--- config.mk ---
export PLATFORM = sky130hd
export DESIGN_NAME = tlc_intersection
export DESIGN_NICKNAME = d
export VERILOG_FILES = /design/src/rtl/tlc_pkg.sv /design/src/rtl/tlc_ped_request.sv /design/src/rtl/tlc_intersection.sv
export SDC_FILE = /design/constraint.sdc
export NUM_CORES = 1
export LEC_CHECK = 0
export BUFFER_PORTS_ARGS = -buffer_cell sky130_fd_sc_hd__buf_2
export CORE_MARGIN = 2
export CORE_UTILIZATION = 40
export DETAILED_ROUTE_END_ITERATION = 8
export SYNTH_ARGS = -nofsm -noshare
export SYNTH_HDL_FRONTEND = slang
export SYNTH_SLANG_ARGS = --single-unit
--- constraint.sdc ---
create_clock -name clk -period 5.7 [get_ports clk]
set_input_delay 0.285 -clock clk [delete_from_list [all_inputs] [get_ports clk]]
set_output_delay 0.285 -clock clk [all_outputs]
set_load 0.1 [all_outputs]
--- src/rtl/tlc_pkg.sv ---
// Shared state encoding, lamp bit positions and lamp decode helpers for the
// multi-phase traffic-light controller.
package tlc_pkg;

  typedef enum logic [2:0] {
    IDLE, ALL_RED, RED_YELLOW, GREEN, GREEN_BLINK, YELLOW
  } state_t;

  localparam int LAMP_RED    = 0;
  localparam int LAMP_YELLOW = 1;
  localparam int LAMP_GREEN  = 2;
  localparam int PED_RED     = 0;
  localparam int PED_GREEN   = 1;

  typedef logic [2:0] car_lamp_t;
  typedef logic [1:0] ped_lamp_t;

  function automatic car_lamp_t car_lamps(input state_t s, input logic act, input logic blink);
    car_lamp_t l;
    l = '0;
    if (s == IDLE) l[LAMP_YELLOW] = blink;
    else if (!act) l[LAMP_RED] = 1'b1;
    else begin
      case (s)
        RED_YELLOW:  begin l[LAMP_RED] = 1'b1; l[LAMP_YELLOW] = 1'b1; end
        GREEN:       l[LAMP_GREEN]  = 1'b1;
        GREEN_BLINK: l[LAMP_GREEN]  = blink;
        YELLOW:      l[LAMP_YELLOW] = 1'b1;
        default:     l[LAMP_RED]    = 1'b1;
      endcase
    end
    return l;
  endfunction

  function automatic ped_lamp_t ped_lamps(input state_t s, input logic act, input logic blink);
    ped_lamp_t l;
    l = '0;
    if (s == IDLE) l = '0;
    else if (act && s == GREEN) l[PED_GREEN] = 1'b1;
    else if (act && s == GREEN_BLINK) l[PED_GREEN] = blink;
    else l[PED_RED] = 1'b1;
    return l;
  endfunction

endpackage

--- src/rtl/tlc_ped_request.sv ---
// One approach's pedestrian request: optional debounce (TLC_PED_DEBOUNCE_EN),
// latch with clear-on-green and ignore-while-served.
module tlc_ped_request #(
  parameter int DEBOUNCE_MS = 50
) (
  input  logic clk,
  input  logic rst,
  input  logic tick_1khz,
  input  logic req,
  input  logic ignore,
  input  logic clear,
  output logic pending
);

  logic sample_set;

`ifdef TLC_PED_DEBOUNCE_EN
  localparam int CW = $clog2(DEBOUNCE_MS + 1);
  logic [CW-1:0] run;

  // Saturating run length of consecutive high samples; any low sample restarts it.
  always_ff @(posedge clk) begin
    if (rst) run <= '0;
    else if (tick_1khz) begin
      if (!req) run <= '0;
      else if (run != CW'(DEBOUNCE_MS)) run <= run + 1'b1;
    end
  end

  assign sample_set = tick_1khz && req && (run == CW'(DEBOUNCE_MS - 1));
`else
  assign sample_set = tick_1khz && req && (DEBOUNCE_MS > 0);
`endif

  always_ff @(posedge clk) begin
    if (rst) pending <= 1'b0;
    else if (clear) pending <= 1'b0;
    else if (sample_set && !ignore) pending <= 1'b1;
  end

endmodule

--- src/rtl/tlc_intersection.sv ---
// Multi-phase round-robin traffic-light controller with all-red clearance,
// pedestrian requests and GREEN_BLINK countdown. Debounce via TLC_PED_DEBOUNCE_EN.
module tlc_intersection #(
  parameter int NUM_PHASES   = 2,
  parameter int T_RED_YELLOW = 10,
  parameter int T_GREEN      = 150,
  parameter int T_GREEN_MIN  = 50,
  parameter int T_BLINK      = 40,
  parameter int T_YELLOW     = 30,
  parameter int T_ALL_RED    = 10,
  parameter int BLINK_TICKS  = 5,
  parameter int DEBOUNCE_MS  = 50
) (
  input  logic                  clk,
  input  logic                  rst,
  input  logic                  tick_10hz_i,
  input  logic                  tick_1khz_i,
  input  logic                  enable_i,
  input  logic [NUM_PHASES-1:0] ped_req_i,
  output logic [NUM_PHASES-1:0] car_red_o,
  output logic [NUM_PHASES-1:0] car_yellow_o,
  output logic [NUM_PHASES-1:0] car_green_o,
  output logic [NUM_PHASES-1:0] ped_red_o,
  output logic [NUM_PHASES-1:0] ped_green_o,
  output logic [NUM_PHASES-1:0] ped_pending_o,
  output logic [1:0]            active_phase_o,
  output logic [3:0]            countdown_o,
  output logic                  countdown_valid_o
);
  import tlc_pkg::*;

  localparam logic [1:0] LAST_PHASE = 2'(NUM_PHASES - 1);
  localparam logic [7:0] AR_END  = 8'(T_ALL_RED - 1);
  localparam logic [7:0] RY_END  = 8'(T_RED_YELLOW - 1);
  localparam logic [7:0] G_END   = 8'(T_GREEN - 1);
  localparam logic [7:0] G_MIN   = 8'(T_GREEN_MIN - 1);
  localparam logic [7:0] GB_END  = 8'(T_BLINK - 1);
  localparam logic [7:0] Y_END   = 8'(T_YELLOW - 1);
  localparam logic [7:0] BL_END  = 8'(BLINK_TICKS - 1);
  localparam logic [3:0] CD_DIG  = 4'((T_BLINK - 1) / 10);
  localparam logic [3:0] CD_SUB  = 4'((T_BLINK - 1) % 10);

  state_t     state, state_n;
  logic [7:0] cnt, cnt_n, bcnt, bcnt_n;
  logic       blink, blink_n;
  logic [1:0] phase, phase_n;
  logic [3:0] digit, digit_n, sub, sub_n;
  logic [NUM_PHASES-1:0] other, clear_req, ignore_req;
  logic       other_pend;

  always_ff @(posedge clk) begin
    if (rst) begin
      state <= IDLE; cnt <= '0; bcnt <= '0; blink <= 1'b0;
      phase <= '0;   digit <= '0; sub <= '0;
    end else begin
      state <= state_n; cnt <= cnt_n; bcnt <= bcnt_n; blink <= blink_n;
      phase <= phase_n; digit <= digit_n; sub <= sub_n;
    end
  end

  always_comb begin
    state_n = state; cnt_n = cnt; bcnt_n = bcnt; blink_n = blink;
    phase_n = phase; digit_n = digit; sub_n = sub;
    if (!enable_i) begin
      if (state != IDLE) begin
        state_n = IDLE; cnt_n = '0; bcnt_n = '0; blink_n = 1'b0;
      end else if (tick_10hz_i) begin
        if (bcnt == BL_END) begin bcnt_n = '0; blink_n = ~blink; end
        else bcnt_n = bcnt + 8'd1;
      end
    end else if (tick_10hz_i) begin
      cnt_n = cnt + 8'd1;
      case (state)
        IDLE: begin state_n = ALL_RED; cnt_n = '0; phase_n = LAST_PHASE; end
        ALL_RED: if (cnt == AR_END) begin
          state_n = RED_YELLOW; cnt_n = '0;
          phase_n = (phase == LAST_PHASE) ? 2'd0 : phase + 2'd1;
        end
        RED_YELLOW: if (cnt == RY_END) begin state_n = GREEN; cnt_n = '0; end
        // A waiting pedestrian on another approach cuts green short once the minimum has run.
        GREEN: if (cnt == G_END || (other_pend && cnt >= G_MIN)) begin
          state_n = GREEN_BLINK; cnt_n = '0; bcnt_n = '0; blink_n = 1'b1;
          digit_n = CD_DIG; sub_n = CD_SUB;
        end
        GREEN_BLINK: begin
          if (bcnt == BL_END) begin bcnt_n = '0; blink_n = ~blink; end
          else bcnt_n = bcnt + 8'd1;
          if (sub == 4'd0) begin sub_n = 4'd9; digit_n = digit - 4'd1; end
          else sub_n = sub - 4'd1;
          if (cnt == GB_END) begin state_n = YELLOW; cnt_n = '0; end
        end
        YELLOW: if (cnt == Y_END) begin state_n = ALL_RED; cnt_n = '0; end
        default: begin state_n = IDLE; cnt_n = '0; end
      endcase
    end
  end

  for (genvar i = 0; i < NUM_PHASES; i++) begin : g_phase
    logic      act;
    car_lamp_t car;
    ped_lamp_t ped;

    assign act           = (phase == 2'(i));
    assign other[i]      = ped_pending_o[i] && !act;
    assign ignore_req[i] = act && (state == GREEN || state == GREEN_BLINK);
    assign clear_req[i]  = (state_n == GREEN) && (state != GREEN) && (phase_n == 2'(i));

    tlc_ped_request #(.DEBOUNCE_MS(DEBOUNCE_MS)) u_req (
      .clk       (clk),
      .rst       (rst),
      .tick_1khz (tick_1khz_i),
      .req       (ped_req_i[i]),
      .ignore    (ignore_req[i]),
      .clear     (clear_req[i]),
      .pending   (ped_pending_o[i])
    );

    assign car             = car_lamps(state, act, blink);
    assign ped             = ped_lamps(state, act, blink);
    assign car_red_o[i]    = car[LAMP_RED];
    assign car_yellow_o[i] = car[LAMP_YELLOW];
    assign car_green_o[i]  = car[LAMP_GREEN];
    assign ped_red_o[i]    = ped[PED_RED];
    assign ped_green_o[i]  = ped[PED_GREEN];
  end

  assign other_pend        = |other;
  assign active_phase_o    = phase;
  assign countdown_valid_o = (state == GREEN_BLINK);
  assign countdown_o       = countdown_valid_o ? digit : 4'd0;

endmodule

==> results.md <==
* Max clock buf depth at 2
* CTS Buf Count at 5
* Max-Cap Viols at 0
* Kind of critical path: reg -> out
* Routed Antenna Nets at 0
* Syn Inst Count at 298
* Largest family of logic cells by synthesized area: simple AND/OR/NAND/NOR gates
* N_diodes at 0
* Total Die Area at slightly above 6000 sq um
* Vias in the first global route at between 1500 and 2000
* WP data arrival at between 2 and 2.5 ns
* Status: finished, final reports clean
* Starting density of the core at about two fifths
* Synth area leader: dfxtp_1
* Detailed-route wire length per cell at 14.0 microns
* Setup Viol. Count Final at 0
* Final Skew at between 0.004 and 0.005 ns
* Compound-Gate Fraction of Synth Area at 27.3%
* CP max-delay cell: dfxtp_1
* Fin nets at 326
* Mapped Avg Cell Area at ~7.4 sq um
* Slew HR at between 50% and 60%
* Dpl hpwl at between 3000 and 4000 microns
* Critical Path End Type: output pin
* I/O Pins at 26
* Reg-to-Reg Start: cnt[1]
* Post-synthesis adder-cell area fraction at 4.52%
* H-tree level count at 2
* RSZ-0062 raised after global routing: no
* Largest net degree at the start of global routing at 23
* YS warnings at 0
* Worst R2R Setup Slack at between 3 and 4 ns
* GRT Total Usage at 18.4%
* Hold slack at around 0.32 ns
* Core Area at 5440 sq um
* Worst-Margin Slew at around 0.65 ns
* Mux cell area share after synthesis at less than 1%
* Share of layout cells above drive strength 1 at 13.8%
* Worst EP required at 5.41 ns
* Clk sinks at 32
* Post-synthesis simple-gate area fraction at around 30%
* HP Start: tick_10hz_i
* Antenna violations before repair at 0
* Final Hold Viols at 0
* Area delta synth->final at 9.66%
* Critical R2R Capture: bcnt[7]
* Critical path launch point type: flop
* Final Critical Period at 2.74 ns
* Crit path buffers/inverters at 2
* DRT Pass-1 Iters at 4
* Placer Congestion at roughly 0.82
* # hold bufs at CTS at 0
* Worst-Skew Late Latency at 0.29 ns
* Die X at 78.4 microns
* Clock transition at path regs at about 0.06 ns
* PortBufs at 25
* Mapped Area at about 2200 sq um
* FMAX at 365 MHz
* Yosys reg bits at 32
* Power Dens Cells at between 200 and 250 nW/um^2
* Detailed Route Iter0 Violations at 123
* Hold crit path type: in -> reg
* Worst hold path cell count at 2
* Setup TNS at 0 ns
* Fin crit share at 48.0%
* DRC errors left at 0
* Top cells by area, synth: dfxtp_1, nand2_1, a21oi_1
* Vias/cell at between 5 and 6
* Height of the die at roughly 78 microns
* Hold Path Sink: state[1]
* Worst path cell trace: or3b_1, inv_1, a21oi_1, nor3_1, buf_2
* CTS root buffer: clkbuf_8
* Worst Reg-to-Reg Cells at 8
* Cell family with most CP delay: buffers and inverters
* Sequential fraction of the synthesis area at a little under 30%
* Global-route wire length before repair at slightly above 9000 microns
* Post-Synth XOR/XNOR Area at ~1.2%
* Fin. max-slew vios at 0
* Vias at 2179
* CP max stage delay at about 0.60 ns
* Final WL at 5350 microns
* Distinct cell type count after synthesis at 62
* Fill cells at ~560
* Area share of the leading cell type in the synthesized netlist at between 20% and 30%
* Most used DFF post-synth: dfxtp_1
* Syn_nets at between 300 and 400
* Number of post-CTS setup repair buffers at 0
* Resize count post-CTS at 0
* GRT overflow at 0
* Row count at 27
* Leak at between 0.9 and 1 nW
* TritonCTS clock tree: yes
* Share of synthesized registers carrying an async set or reset at 0%
* VDD IR max at around 0.10 mV
* Critical path peak fanout at 12
* Number of synthesized flops with an enable pin at 0
## cell usage in the layout (no fill, tap or decap), types with 4 or more instances in the layout
cell type,n
nand2_1,36
dfxtp_1,32
nor2_1,27
buf_2,25
a21oi_1,21
inv_1,14
nor3_1,12
nand3_1,12
o21ai_0,9
and2_1,8
ha_1,8
nor2b_1,7
clkbuf_8,7
or3_1,6
a31oi_1,6
o211ai_1,6
o22ai_1,6
o21ai_1,6
and3_1,4
a211oi_1,4
## per-stage QoR
| step | setup WS (ns) | util (%) | power (mW) | std cells | cell area (sq um) |
|---|---|---|---|---|---|
| after floorplan | 1.49 | - | 0.290 | 298 | 2210 |
| after global placement | 3.28 | 42.9 | 0.302 | 376 | 2330 |
| after detailed placement | 3.26 | 42.9 | 0.302 | 376 | 2330 |
| after CTS | 2.98 | 44.7 | 0.498 | 383 | 2430 |
| after global routing | 2.71 | 44.7 | 0.512 | 383 | 2430 |
| final | 2.96 | 44.7 | 0.489 | 383 | 2430 |
## registers in the layout (all words and copies together) (netlist names)
name	cells
active_phase_o	2
bcnt	8
blink	1
cnt	8
digit	4
g_phase.u_req.pending	2
state	3
sub	4
## synth_stat cells (7+ instances only)
library cell and instances:
a21oi_1 21, nor2_1 27, o21ai_0 9, nor2b_1 7, ha_1 8, nand3_1 12, clkbuf_1 9, and2_1 8
nand2_1 36, inv_1 14, dfxtp_1 32, nor3_1 12
## power breakdown
group,switching (mW),internal (mW),leakage (nW)
clock network,0.0840,0.107,0.0503
logic,0.0508,0.0155,0.617
registers,0.00468,0.226,0.259
## worst register-to-register path, cell delays in order, from the launching register on
cell and delay [ns]:
dfxtp_1 0.37, inv_1 0.09, ha_1 0.21, or4b_4 0.49, a311o_1 0.37, o21ai_2 0.17, o21a_2 0.25, or3_1 0.25
o32ai_1 0.12
## cell families (layout without fill, tap and decap cells)
group / count (synthesis) / in the layout
and+or+nand+nor: 131 / 131
AOI/OAI and AO/OA: 88 / 88
buffers and inverters: 34 / 47
DFF: 32 / 32
adders and majority gates: 8 / 8
xor gates and xnor gates: 3 / 3
muxes: 2 / 2
## routing by layer
metal	GRT usage, %	routed length, microns	vias to the layer above
met1	25.5	2560	1034
met2	27.5	2510	38
met4	8.07	96	0
li1	-	-	1098
met3	3.91	183	9
met5	0	0	-
## worst max path at each step
stage | end | slack, ns | start | cells after the start
after floorplan | car_green_o[0] | 1.49 | state[1] | 6
after global placement | bcnt[7] | 3.28 | cnt[1] | 8
after detailed placement | bcnt[7] | 3.26 | cnt[1] | 8
after CTS | car_green_o[0] | 2.98 | state[2] | 5
after global routing | car_green_o[0] | 2.71 | state[2] | 5
final | car_green_o[0] | 2.96 | state[2] | 5
## cell type report
cell class / instances / area, sq um / area share (%)
multi-input combinational: 232 / 1420 / 58.3
sequential: 32 / 641 / 26.4
timing repair buffer: 26 / 133 / 5.46
clock buffer: 7 / 96.3 / 3.97
tap: 72 / 90.1 / 3.71
inverter: 14 / 52.6 / 2.16
Power figures use the tool's default switching activity.
